### src/rtl/riscv_regfile_mp_pkg.sv
// Shared definitions for the multi-port integer register file.
// Latency: n/a (types and constants only).
// Backpressure: n/a.
//
// Contents: default data width and register count, address/data types for
// the default configuration, and the index of the hard-wired zero register.
package riscv_pkg;

    localparam int XLEN_DEFAULT  = 32;
    localparam int NREGS_DEFAULT = 32;
    localparam int AW_DEFAULT    = $clog2(NREGS_DEFAULT);

    // Index of the architectural zero register (x0).
    localparam int REG_ZERO = 0;

    typedef logic [AW_DEFAULT-1:0]   reg_addr_t;
    typedef logic [XLEN_DEFAULT-1:0] xlen_t;

endpackage

### src/rtl/riscv_regfile_mp_scoreboard.sv
// Pending-write scoreboard: one busy bit per register, set by reservation, cleared by write.
// Latency: set/clear visible one cycle after the edge; per-port lookup is combinational.
// Backpressure: none; the caller applies hazard policy using the busy bits.
//
// Ports:
//   clk_i, rst_i         clock (rising edge), async active-low reset
//   wen_i, waddr_i       write-back enables/addresses (clear busy)
//   resv_en_i, resv_addr_i  destination reservation (set busy)
//   raddr_i / busy_r_o   per-read-port busy lookup from registered state
//   busy_o               full busy vector
module riscv_regfile_scoreboard
    import riscv_pkg::*;
#(
    parameter int NREGS    = NREGS_DEFAULT,
    parameter int NRP      = 2,
    parameter int NWP      = 1,
    parameter int ZERO_REG = 1,
    localparam int AW      = $clog2(NREGS)
) (
    input  logic                    clk_i,
    input  logic                    rst_i,
    input  logic [NWP-1:0]          wen_i,
    input  logic [NWP-1:0][AW-1:0]  waddr_i,
    input  logic                    resv_en_i,
    input  logic [AW-1:0]           resv_addr_i,
    input  logic [NRP-1:0][AW-1:0]  raddr_i,
    output logic [NRP-1:0]          busy_r_o,
    output logic [NREGS-1:0]        busy_o
);

    logic [NREGS-1:0] busy_q;
    logic [NREGS-1:0] busy_d;

    // Clears first, then the set: a reservation landing on the register
    // being written means a newer producer was issued, so it must stay busy.
    always_comb begin
        busy_d = busy_q;
        for (int k = 0; k < NWP; k++) begin
            if (wen_i[k]) begin
                busy_d[waddr_i[k]] = 1'b0;
            end
        end
        if (resv_en_i) begin
            busy_d[resv_addr_i] = 1'b1;
        end
        if (ZERO_REG != 0) begin
            busy_d[REG_ZERO] = 1'b0;
        end
    end

    always_ff @(posedge clk_i or negedge rst_i) begin
        if (!rst_i) begin
            busy_q <= '0;
        end else begin
            busy_q <= busy_d;
        end
    end

    // Lookup is from registered state only; no forwarding of the clear.
    always_comb begin
        busy_r_o = '0;
        for (int p = 0; p < NRP; p++) begin
            busy_r_o[p] = busy_q[raddr_i[p]];
        end
    end

    assign busy_o = busy_q;

endmodule

### src/rtl/riscv_regfile_mp.sv
// Multi-port integer register file with optional write-to-read bypass and pending-write scoreboard.
// Latency: reads combinational (0 cycles); writes visible after the clock edge (same cycle with bypass).
// Backpressure: none; no handshake, hazards are resolved by the caller via BusyR_o / Busy_o.
//
// Ports:
//   clk_i, rst_i                 clock (rising edge), async active-low reset
//   AddrR_i / DataR_o / BusyR_o  per-read-port address, data, busy bit
//   WEn_i / AddrW_i / DataW_i    per-write-port enable, address, data
//   ResvEn_i / ResvAddr_i        destination reservation
//   Busy_o                       full scoreboard vector
module riscv_regfile_mp
    import riscv_pkg::*;
#(
    parameter int XLEN     = XLEN_DEFAULT,
    parameter int NREGS    = NREGS_DEFAULT,
    parameter int NRP      = 2,
    parameter int NWP      = 1,
    parameter int BYPASS   = 1,
    parameter int ZERO_REG = 1,
    localparam int AW      = $clog2(NREGS)
) (
    input  logic                     clk_i,
    input  logic                     rst_i,
    input  logic [NRP-1:0][AW-1:0]   AddrR_i,
    output logic [NRP-1:0][XLEN-1:0] DataR_o,
    output logic [NRP-1:0]           BusyR_o,
    input  logic [NWP-1:0]           WEn_i,
    input  logic [NWP-1:0][AW-1:0]   AddrW_i,
    input  logic [NWP-1:0][XLEN-1:0] DataW_i,
    input  logic                     ResvEn_i,
    input  logic [AW-1:0]            ResvAddr_i,
    output logic [NREGS-1:0]         Busy_o
);

    localparam logic [AW-1:0] ZERO_ADDR = AW'(REG_ZERO);

    logic [NREGS-1:0][XLEN-1:0] regs_q;
    logic [NREGS-1:0][XLEN-1:0] regs_d;

    // Ports are applied in ascending order so the highest-index port
    // overwrites lower ones when several target the same register.
    always_comb begin
        regs_d = regs_q;
        for (int k = 0; k < NWP; k++) begin
            if (WEn_i[k] && !((ZERO_REG != 0) && (AddrW_i[k] == ZERO_ADDR))) begin
                regs_d[AddrW_i[k]] = DataW_i[k];
            end
        end
    end

    always_ff @(posedge clk_i or negedge rst_i) begin
        if (!rst_i) begin
            regs_q <= '0;
        end else begin
            regs_q <= regs_d;
        end
    end

    // Read mux. Bypass scans write ports in ascending order, matching the
    // write priority. Bypass is suppressed while in reset so every address
    // reads 0 even if a write is being presented. The zero-register override
    // comes last so it also masks bypassed data.
    always_comb begin
        DataR_o = '0;
        for (int p = 0; p < NRP; p++) begin
            DataR_o[p] = regs_q[AddrR_i[p]];
            if ((BYPASS != 0) && rst_i) begin
                for (int k = 0; k < NWP; k++) begin
                    if (WEn_i[k] && (AddrW_i[k] == AddrR_i[p])) begin
                        DataR_o[p] = DataW_i[k];
                    end
                end
            end
            if ((ZERO_REG != 0) && (AddrR_i[p] == ZERO_ADDR)) begin
                DataR_o[p] = '0;
            end
        end
    end

    riscv_regfile_scoreboard #(
        .NREGS    (NREGS),
        .NRP      (NRP),
        .NWP      (NWP),
        .ZERO_REG (ZERO_REG)
    ) u_scoreboard (
        .clk_i       (clk_i),
        .rst_i       (rst_i),
        .wen_i       (WEn_i),
        .waddr_i     (AddrW_i),
        .resv_en_i   (ResvEn_i),
        .resv_addr_i (ResvAddr_i),
        .raddr_i     (AddrR_i),
        .busy_r_o    (BusyR_o),
        .busy_o      (Busy_o)
    );

endmodule
### config.mk
export PLATFORM = sky130hd
export DESIGN_NAME = riscv_regfile_mp
export DESIGN_NICKNAME = d
export VERILOG_FILES = /design/src/rtl/riscv_regfile_mp_pkg.sv /design/src/rtl/riscv_regfile_mp_scoreboard.sv /design/src/rtl/riscv_regfile_mp.sv
export SDC_FILE = /design/constraint.sdc
export NUM_CORES = 2
export LEC_CHECK = 0
export CORE_ASPECT_RATIO = 1.1
export CORE_MARGIN = 5
export CORE_UTILIZATION = 49
export CTS_BUF_LIST = sky130_fd_sc_hd__clkbuf_16
export DETAILED_ROUTE_END_ITERATION = 10
export PLACE_DENSITY = 0.63
export SYNTH_ARGS = -nofsm -noshare
export SYNTH_HDL_FRONTEND = slang
export SYNTH_SLANG_ARGS = --single-unit
### constraint.sdc
create_clock -name clk_i -period 5.8 [get_ports clk_i]
set_input_delay 1.16 -clock clk_i [delete_from_list [all_inputs] [get_ports clk_i]]
set_output_delay 1.16 -clock clk_i [all_outputs]
set_load 0.05 [all_outputs]
==> out/qor.csv <==
metric;value;unit
area of the multi-input gates;29360;sq um
Post-CTS Setup Inserts;0;
Die W;337.1;microns
Setup violations, final;0;
Slew Limit Fails;0;
H-tree levels;3;
filler instances;9605;
first-pass GRT wire length;269100;microns
WP data arrival;4.08;ns
total negative setup slack;0;ns
nets;4291;
synthesized instance count;4288;
clock tree buffer depth;3;
DP Worst Slack;0.6207;ns
Resized cells post-CTS;0;
outcome;finished clean;
layout cells sized above 1;41.78;%
per-cell routed wire length;31.04;microns
ANT nets after route;0;
cell taking the most area after synthesis;dfrtp_1;
top-count cell post-synth;dfrtp_1;
Yosys cell types;49;
top cells by area, synth;dfrtp_1, mux2_2, mux4_2, mux2i_1, clkbuf_1;
Routability Congestion;0.8051;
post-placement cell count;5661;
met1 GRT Util;40.67;%
Synth Area per Inst;13.45;sq um
root buffer cell;clkbuf_16;
GRT Overall Usage;28.93;%
initial antenna violation count;0;
PwrDens;334.9;nW/um^2
routed wire length;181700;microns
register area share after synthesis;45.77;%
Core Region;117400;sq um
total gr overflow;0;
RSZ-0062 raised after global routing;no;
First-pass DRT Iterations;5;
Worst Path Required;4.64;ns
asr flop ratio synth;100.0;%
Worst-Margin Slew;1.229;ns
gr busiest metal;met2;
via-per-instance ratio;6.677;
most frequent cells after synthesis;dfrtp_1, mux2_2, mux2i_1;
full die area;124700;sq um
CP startpoint kind;primary input;
highest clock rate;0.1907;GHz
synthesis warning total;0;
Crit Path Class;in -> out;
#FFs+latches synth;1055;
Post-synth EDFFs;0;
met2 usage;45.71;%
hold_buf cts;0;
vias in the first global route;39700;
CP Max Fanout;12;
fin crit period;5.244;ns
period utilization;90.42;%
pin count of the biggest net entering global routing;172;
clock tree sinks;1055;
via count;39080;
initial core utilization;49.13;%
Max Cap Viol;0;
Worst VDD drop;0.2282;mV
final cell count without fillers;5853;
total power;21.60;mW
type of the worst min-delay path;in -> async;
# DRC;0;
Initial DRC Count;3364;
net count after synthesis;4344;
GR Util met3;5.116;%
cell area after synthesis;57690;sq um
num ports;154;
Setup WS post-layout;0.5559;ns
CTS tree;done;
post-synth top area share;45.77;%
register area;26400;sq um
clk slew on worst S/H paths;0.07;ns
Crit. End Element;primary output;
relative slew slack;17.75;%
CP max-delay cell;clkdlybuf4s50_1;
Final Skew;0;ns
Primary FF master, synth;dfrtp_1;
Chip Height;369.9;microns
final HPWL from detailed placement;104600;microns
final hold viol count;0;
CP peak stage delay;0.70;ns
Port Buf Inserts;152;
FP Rows;132;
synth-to-layout area growth;11.81;%
clock latency on the worst-skew pair;0.72;ns
CTS buffer count;113;
P_leak;28.29;nW
CP Cell Sequence;clkdlybuf4s50_1 -> xnor2_1 -> nand3_1 -> or4_1 -> nor2_4 -> buf_4 -> a211o_1 -> buf_12;
## cell type report
cell class                 count  area share [%]
multi-input combinational   2748           45.51
inverter                       3         0.02134
sequential                  1055           40.93
clock buffer                 116           4.501
antenna                        1        0.003880
tap                         1541           2.989
clock inverter                75          0.6460
timing repair buffer         314           5.393
## placed cells by master (no fill, tap or decap), drive strengths merged, types with 6 or more instances in the layout
cell type      netlist  layout
nor2                63      63
o221ai              35      35
a221oi              93      93
clkinv               0      42
clkdlybuf4s50        0      79
dfrtp             1055    1055
o22ai               33      33
mux2              1054    1054
nor3                31      31
inv                  3      30
a211oi              64      64
o21ai              143     143
nand3b              14      14
xnor2                6       6
nand3               97      97
a22oi               89      89
nor3b               71      71
buf                194     234
mux2i              402     402
clkbuf             288     117
mux4               311     311
a211o               58      58
a22o                15      15
nand2              129     129
## cells by family after synthesis
family / synth area share [%]
muxes: 39.69
DFF: 45.77
AOI/OAI and AO/OA: 6.798
buffers and inverters: 3.817
and+or+nand+nor: 3.770
xor gates and xnor gates: 0.1518
other: 0.006501
## registers in the layout, indices dropped and copies added, names as in the netlist
| signal | count |
|---|---|
| regs_q | 1024 |
| u_scoreboard.busy_o | 31 |
## power breakdown
part | switching, mW | internal (mW)
logic | 2.36 | 2.73
registers | 1.04 | 8.77
clock network | 3.01 | 3.70
## per-stage QoR
step,util (%),hold WS (ns),cell area [sq um]
floorplan,-,0.4413,57690
global placement,52.10,0.3763,61180
detailed placement,52.10,0.3827,61180
CTS,54.92,0.2884,64500
global route,54.92,0.3216,64500
finish,54.93,0.3256,64500
## final timing paths
kind,from,end,cells past startpoint,slack [ns]
setup / recovery,AddrW_i[4],DataR_o[37],8,0.56
hold / removal,rst_i,regs_q[605],1,0.33
setup reg to reg,regs_q[399],regs_q[399],1,5.00
hold reg to reg,regs_q[3],regs_q[3],0,0.39
max in group asynchronous,rst_i,regs_q[45],4,2.41
min in group clk_i,regs_q[3],regs_q[3],0,0.39
## worst max-delay path, delay by kind of cell
kind,cells,cell delay [ns]
AO/OA/AOI/OAI,1,0.22
XOR/XNOR,1,0.17
buffers and inverters,3,1.18
AND/OR/NAND/NOR,3,1.31
## per-layer routing
metal,wire (microns),up-vias
met5,0,-
met4,6366,0
met3,13490,308
met2,84970,1519
met1,76850,20950
li1,-,16300
Note: power is estimated with default switching activity, not from simulation.
